File: src/rtl/voq_ingress_pkg.sv
// voq_ingress_pkg -- shared defaults and types for the VOQ ingress slice.
//   Default sizing for voq_ingress (port count, word width, queue depth,
//   longest admissible packet) and the ingress FSM state type.
//   Optional macro VOQ_DROP_EN adds the DROP state to the FSM.
package voq_ingress_pkg;

  localparam int unsigned PORT_NUB_TOTAL    = 4;
  localparam int unsigned DATA_WIDTH_DEF    = 32;
  localparam int unsigned VOQ_DEPTH_DEF     = 16;
  localparam int unsigned MAX_PKT_WORDS_DEF = 8;

  typedef enum logic [1:0] {
    ST_IDLE = 2'd0,
`ifdef VOQ_DROP_EN
    ST_DROP = 2'd2,
`endif
    ST_PKT  = 2'd1
  } voq_state_e;

endpackage

File: src/rtl/voq_fifo_ctrl.sv
// voq_fifo_ctrl -- pointer/count bookkeeping for one circular VOQ.
//   clk, rst_n : clock, async active-low reset
//   wr_en      : write request (refused internally when full)
//   rd_en      : pop request (ignored when empty)
//   wr_ptr     : slot the next written word goes to
//   rd_ptr     : slot of the oldest stored word
//   count      : words held, 0..DEPTH
//   pop        : a pop actually happens this cycle
module voq_fifo_ctrl #(
  parameter int unsigned DEPTH = 16,
  parameter int unsigned PTR_W = $clog2(DEPTH),
  parameter int unsigned CNT_W = PTR_W + 1
) (
  input  logic             clk,
  input  logic             rst_n,
  input  logic             wr_en,
  input  logic             rd_en,
  output logic [PTR_W-1:0] wr_ptr,
  output logic [PTR_W-1:0] rd_ptr,
  output logic [CNT_W-1:0] count,
  output logic             pop
);

  logic [PTR_W-1:0] wr_ptr_q, wr_ptr_d;
  logic [PTR_W-1:0] rd_ptr_q, rd_ptr_d;
  logic [CNT_W-1:0] count_q, count_d;
  logic             push;

  always_comb begin
    push     = wr_en && (count_q != CNT_W'(DEPTH));
    pop      = rd_en && (count_q != '0);
    // DEPTH is a power of two, so plain pointer overflow is the wrap.
    wr_ptr_d = wr_ptr_q + PTR_W'(push);
    rd_ptr_d = rd_ptr_q + PTR_W'(pop);
    count_d  = count_q;
    case ({push, pop})
      2'b10:   count_d = count_q + 1'b1;
      2'b01:   count_d = count_q - 1'b1;
      default: count_d = count_q;
    endcase
  end

  always_ff @(posedge clk or negedge rst_n) begin
    if (!rst_n) begin
      wr_ptr_q <= '0;
      rd_ptr_q <= '0;
      count_q  <= '0;
    end else begin
      wr_ptr_q <= wr_ptr_d;
      rd_ptr_q <= rd_ptr_d;
      count_q  <= count_d;
    end
  end

  assign wr_ptr = wr_ptr_q;
  assign rd_ptr = rd_ptr_q;
  assign count  = count_q;

endmodule

File: src/rtl/voq_ingress.sv
// voq_ingress -- ingress port buffer with one virtual output queue per
// destination port, sharing a single RAM partitioned into circular queues.
//   clk, rst_n         : clock, async active-low reset
//   in_valid/in_ready  : ingress word handshake
//   in_sop/in_eop      : first/last word of a packet
//   in_dest            : destination port, sampled on the SOP word
//   in_data            : word payload
//   rd_en[d]           : pop VOQ d
//   rd_data[d*W +: W]  : last word popped from VOQ d (registered)
//   empty_out[d]       : VOQ d holds no words
//   drop_cnt           : packets dropped on admission (saturating)
// Macro VOQ_DROP_EN: drop packets whose VOQ is too full at SOP instead of
// relying purely on backpressure; without it drop_cnt is tied to zero.
module voq_ingress
  import voq_ingress_pkg::*;
#(
  parameter int unsigned PORT_NUB      = PORT_NUB_TOTAL,
  parameter int unsigned DATA_WIDTH    = DATA_WIDTH_DEF,
  parameter int unsigned VOQ_DEPTH     = VOQ_DEPTH_DEF,
  parameter int unsigned MAX_PKT_WORDS = MAX_PKT_WORDS_DEF
) (
  input  logic                           clk,
  input  logic                           rst_n,
  input  logic                           in_valid,
  output logic                           in_ready,
  input  logic                           in_sop,
  input  logic                           in_eop,
  input  logic [$clog2(PORT_NUB)-1:0]    in_dest,
  input  logic [DATA_WIDTH-1:0]          in_data,
  input  logic [PORT_NUB-1:0]            rd_en,
  output logic [PORT_NUB*DATA_WIDTH-1:0] rd_data,
  output logic [PORT_NUB-1:0]            empty_out,
  output logic [15:0]                    drop_cnt
);

  localparam int unsigned DEST_W = $clog2(PORT_NUB);
  localparam int unsigned PTR_W  = $clog2(VOQ_DEPTH);
  localparam int unsigned CNT_W  = PTR_W + 1;

  logic [DATA_WIDTH-1:0] mem [PORT_NUB*VOQ_DEPTH];

  voq_state_e          state_q, state_d;
  logic [DEST_W-1:0]   cur_dest_q, cur_dest_d;
  logic [PORT_NUB*DATA_WIDTH-1:0] rd_data_q, rd_data_d;

  logic [PTR_W-1:0]      wr_ptr [PORT_NUB];
  logic [PTR_W-1:0]      rd_ptr [PORT_NUB];
  logic [CNT_W-1:0]      count  [PORT_NUB];
  logic [DATA_WIDTH-1:0] rd_word[PORT_NUB];
  logic [PORT_NUB-1:0]   full, empty, pop, wr_en;
  logic [DEST_W-1:0]     wr_dest;
  logic                  write;

  // SOP words in IDLE steer by in_dest directly; the rest of the packet
  // follows the destination latched at SOP.
  assign wr_dest = (state_q == ST_IDLE) ? in_dest : cur_dest_q;

  for (genvar g = 0; g < PORT_NUB; g++) begin : g_voq
    voq_fifo_ctrl #(
      .DEPTH (VOQ_DEPTH)
    ) u_ctrl (
      .clk    (clk),
      .rst_n  (rst_n),
      .wr_en  (wr_en[g]),
      .rd_en  (rd_en[g]),
      .wr_ptr (wr_ptr[g]),
      .rd_ptr (rd_ptr[g]),
      .count  (count[g]),
      .pop    (pop[g])
    );
    assign wr_en[g]   = write && (wr_dest == DEST_W'(g));
    assign full[g]    = (count[g] == CNT_W'(VOQ_DEPTH));
    assign empty[g]   = (count[g] == '0);
    assign rd_word[g] = mem[{DEST_W'(g), rd_ptr[g]}];
  end

`ifdef VOQ_DROP_EN
  logic [15:0] drop_cnt_q, drop_cnt_d;
  logic        drop_hit;
  assign drop_hit = (count[in_dest] > CNT_W'(VOQ_DEPTH - MAX_PKT_WORDS));
`endif

  always_comb begin
    state_d    = state_q;
    cur_dest_d = cur_dest_q;
    in_ready   = 1'b1;
    write      = 1'b0;
`ifdef VOQ_DROP_EN
    drop_cnt_d = drop_cnt_q;
`endif
    case (state_q)
      ST_IDLE: begin
`ifdef VOQ_DROP_EN
        if (in_sop && drop_hit) begin
          if (in_valid) begin
            cur_dest_d = in_dest;
            if (!in_eop) state_d = ST_DROP;
            if (drop_cnt_q != 16'hFFFF) drop_cnt_d = drop_cnt_q + 16'd1;
          end
        end else
`endif
        if (in_sop) begin
          in_ready = ~full[in_dest];
          if (in_valid && in_ready) begin
            write      = 1'b1;
            cur_dest_d = in_dest;
            if (!in_eop) state_d = ST_PKT;
          end
        end
      end
      ST_PKT: begin
        in_ready = ~full[cur_dest_q];
        if (in_valid && in_ready) begin
          write = 1'b1;
          if (in_eop) state_d = ST_IDLE;
        end
      end
`ifdef VOQ_DROP_EN
      ST_DROP: begin
        if (in_valid && in_eop) state_d = ST_IDLE;
      end
`endif
      default: state_d = ST_IDLE;
    endcase
  end

  always_comb begin
    rd_data_d = rd_data_q;
    for (int unsigned d = 0; d < PORT_NUB; d++) begin
      if (pop[d]) rd_data_d[d*DATA_WIDTH +: DATA_WIDTH] = rd_word[d];
    end
  end

  always_ff @(posedge clk) begin
    if (write) mem[{wr_dest, wr_ptr[wr_dest]}] <= in_data;
  end

  always_ff @(posedge clk or negedge rst_n) begin
    if (!rst_n) begin
      state_q    <= ST_IDLE;
      cur_dest_q <= '0;
      rd_data_q  <= '0;
    end else begin
      state_q    <= state_d;
      cur_dest_q <= cur_dest_d;
      rd_data_q  <= rd_data_d;
    end
  end

`ifdef VOQ_DROP_EN
  always_ff @(posedge clk or negedge rst_n) begin
    if (!rst_n) drop_cnt_q <= '0;
    else        drop_cnt_q <= drop_cnt_d;
  end
  assign drop_cnt = drop_cnt_q;
`else
  assign drop_cnt = '0;
`endif

  assign rd_data   = rd_data_q;
  assign empty_out = empty;

endmodule

File: config.mk
export PLATFORM = sky130hd
export DESIGN_NAME = voq_ingress
export DESIGN_NICKNAME = d
export VERILOG_FILES = /design/src/rtl/voq_ingress_pkg.sv /design/src/rtl/voq_fifo_ctrl.sv /design/src/rtl/voq_ingress.sv
export SDC_FILE = /design/constraint.sdc
export NUM_CORES = 2
export LEC_CHECK = 0
export CORE_AREA = 5 5 503 356
export CTS_CLUSTER_SIZE = 40
export DETAILED_ROUTE_END_ITERATION = 12
export DIE_AREA = 0 0 508 361
export PLACE_DENSITY_LB_ADDON = 0.12
export RECOVER_POWER = 25
export SLEW_MARGIN = 20
export SYNTH_ARGS = -nofsm -noshare
export SYNTH_HDL_FRONTEND = slang
export SYNTH_SLANG_ARGS = --single-unit
File: constraint.sdc
create_clock -name clk -period 11 [get_ports clk]
set_clock_uncertainty 0.2 [all_clocks]
set_input_delay 1.1 -clock clk [delete_from_list [all_inputs] [get_ports clk]]
set_output_delay 1.1 -clock clk [all_outputs]
set_load 0.05 [all_outputs]
==> run metrics <==
register area share after synthesis 0.7673; Fill cells 12945; outcome finished, violations left; unrepaired setup endpoints after global routing false; Switching Share 0.3169; post-CTS sizing 0; crit path DAT 6.59 ns; CP most frequent cell buf_4; library cells used by synthesis 49; count leader, synth edfxtp_1; finished layout cell area 97950 um2; hold path depth 2; All-Layer GR Usage 0.2172; Via Count 41357; Synth-to-Final Area Change 13.73%; Mapped Area 86120 um2; Period minus WS final 6.058 ns; vias in the first global route 41729; Design Power 25.23 mW; DP Cell Count 6678; first-pass GRT wire length 292600 um; Worst slew margin -2.420; Port Buffers 175; Non-Filler Instances 7069; Initial Utilization 0.4970; largest family of logic cells by synthesized area multiplexers; die width 508 um; MaxCap Viol Count 30; Layout Nets 4618; Sink Count 2231; critical-path maximum fanout 75; Worst VDD drop 213.1 uV; Synth Area in Compound Gates 0.03355; synthesized-area fraction occupied by adder cells 0.004213; worst-path cell chain clkbuf_1, buf_4, buf_4; fin crit share 0.5508; Yosys top cell area share 0.7141; footprint of the multi-input gates 19140 um2; CP Launch Type primary input; Switch Pwr 7.996 mW; WHS Endpoint rd_data[98]$_DFFE_PN0P_; TritonRoute pass-1 iters 5; Syn Inst Count 4264; Rows 128; endpoints failing setup 0; worst hold path startpoint rd_data[98]$_DFFE_PN0P_; global route overflow 0; Avg Inst Size Synth 20.20 um2; CTS tree yes; postcts setup bufs 0; Reg-to-Reg Start g_voq[0].u_ctrl.count[1]$_DFFE_PN0P_; sequential power share 0.414; worst-case reg-to-reg path depth 14; final hold slack 0.2768 ns; Storage cell area 66120 um2; initial antenna violation count 12; CP Buf/Inv Count 3; worst-margin pin slew 5.130 ns; Syn. warnings 0; H-tree depth 4; vias per cell 5.850; top achievable clock speed 165.1 MHz; Pint 17.24 mW; crit-path leading delay family buffers and inverters; power share of the clock group 0.296; clk_lat worst skew 0.82 ns; DRC Markers 0; post-synthesis xor/xnor area fraction 0.004272; Synth area leader edfxtp_1; ys flop type edfxtp_1; Final Max Tran Viols 1962; die footprint 183400 um2; Worst Setup Path Type primary input to async pin; largest net degree at the start of global routing 117; # IOs 192; slowest cell on the critical path clkbuf_1; Leak Pwr 31.99 nW; Hold Vio Cnt, Final 0; post-DR wirelength/cell 28.30 um; pwr/cell area 257.6 nW/um2; r2r endpoint g_voq[0].u_ctrl.count[4]$_DFFE_PN0P_; Reg clk slew, reported paths 0.06 ns; Longest Clk Path Bufs 3; Synth Area in Simple Gates 0.02652; EDFF count, synth 2048; ranking of synthesized cells by area edfxtp_1 71%, mux4_2 10%, dfrtp_1 5.3%, mux2i_1 3.6%, mux2_2 1.2%; Starting DRT DRC Count 4204; core area 173300 um2; hold_buf cts 0; die height 361 um; Setup TNS 0 ns; post-synthesis mux area share 0.1487; total CTS buffers 206; dpl hpwl 104800 um; fraction of layout cells with a size suffix above 1 0.2188; max incr delay on CP 3.50 ns; root buffer cell clkbuf_16; Placement Cell Area 90940 um2; antenna-violating nets left 0; CP Capture Type async pin; Worst R2R Setup Slack 6.23 ns; ys async rst share 0.08203; final wirelength 200100 um; GP Congestion 0.7442; Seq cells post-synth 2231; combinational power share 0.290; Commonest cells post-synth 2048 x edfxtp_1, 384 x mux4_2, 308 x mux2i_1, 195 x nand2_1, 183 x dfrtp_1; CP required 11.53 ns; Hold Crit Class flip-flop to flip-flop; failing checks capacitance limit, slew limit
state kept, by name, indices dropped and copies added (netlist names):
| register | count |
|---|---|
| g_voq.u_ctrl.wr_ptr | 16 |
| rd_data | 128 |
| state_q | 1 |
| cur_dest_q | 2 |
| g_voq.u_ctrl.count | 20 |
| g_voq.u_ctrl.rd_ptr | 16 |
| mem | 2048 |
worst max-delay path by stage:
| stage | start | to | depth (start not counted) |
|---|---|---|---|
| final | rst_n | g_voq[3].u_ctrl.rd_ptr[1]$_DFF_PN0_ | 3 |
| after global routing | rst_n | g_voq[2].u_ctrl.rd_ptr[1]$_DFF_PN0_ | 1 |
| after CTS | g_voq[0].u_ctrl.count[1]$_DFFE_PN0P_ | in_ready | 6 |
| after detailed placement | in_dest[0] | mem[49][19]$_DFFE_PP_ | 7 |
| after global placement | in_dest[0] | mem[49][20]$_DFFE_PP_ | 7 |
| after floorplan | in_dest[0] | mem[40][0]$_DFFE_PP_ | 6 |
tightest hold or removal path: stages (launching register included):
cell,delay [ns]
dfrtp_1,0.34
nand2_1,0.05
o21ai_0,0.06
logic make-up after synthesis:
family | Yosys count
other cells | 1
buf+inv | 276
compound gates | 437
flops | 2231
mux | 787
fa+ha+maj | 29
simple gates | 461
xor+xnor | 42
per-stage QoR:
step                  util  worst slack, ns
floorplan                -            5.119
global placement    0.5248            5.397
detailed placement  0.5248            5.214
CTS                 0.5658            5.972
global route        0.5652            3.822
finish              0.5652            4.942
placed cells by master (no fill, tap or decap), types with 39 or more instances in the layout:
cell and count:
mux2_2 94, clkdlybuf4s50_1 142, clkbuf_16 213, o22ai_1 128, nand2_1 195, nor3_2 52
edfxtp_1 2048, nor2b_1 130, o31ai_1 45, dfrtp_1 167, mux2i_1 307, clkinv_2 39
clkbuf_1 73, mux4_2 384, buf_4 115, o21ai_0 140, o221ai_1 86
layout make-up:
type / count / area share
flip-flops and latches: 2231 / 0.6751
multi-input cells: 1772 / 0.1954
clock buffers: 269 / 0.05800
well taps: 2340 / 0.02989
repair buffers: 320 / 0.02630
clock inverters: 118 / 0.01460
inverters: 15 / 0.0005749
diodes: 4 / 0.0001022
power by group through the flow:
stage | Sequential [mW] | Combinational [mW] | Clock [mW]
2_1_floorplan | 11.0 | 4.56 | 0
3_3_place_gp | 10.6 | 7.44 | 0
3_5_place_dp | 10.6 | 7.46 | 0
4_1_cts | 10.5 | 7.48 | 7.62
5_1_grt | 10.5 | 7.82 | 8.00
6_report | 10.5 | 7.31 | 7.48
per-layer routing:
layer	track usage	part of all wire	vias to the layer above
li1	-	-	17958
met1	0.3284	0.45	21953
met2	0.3394	0.47	1197
met3	0.03229	0.059	249
met4	0.04911	0.019	0
met5	0	0	-
Power figures use the tool's default switching activity.
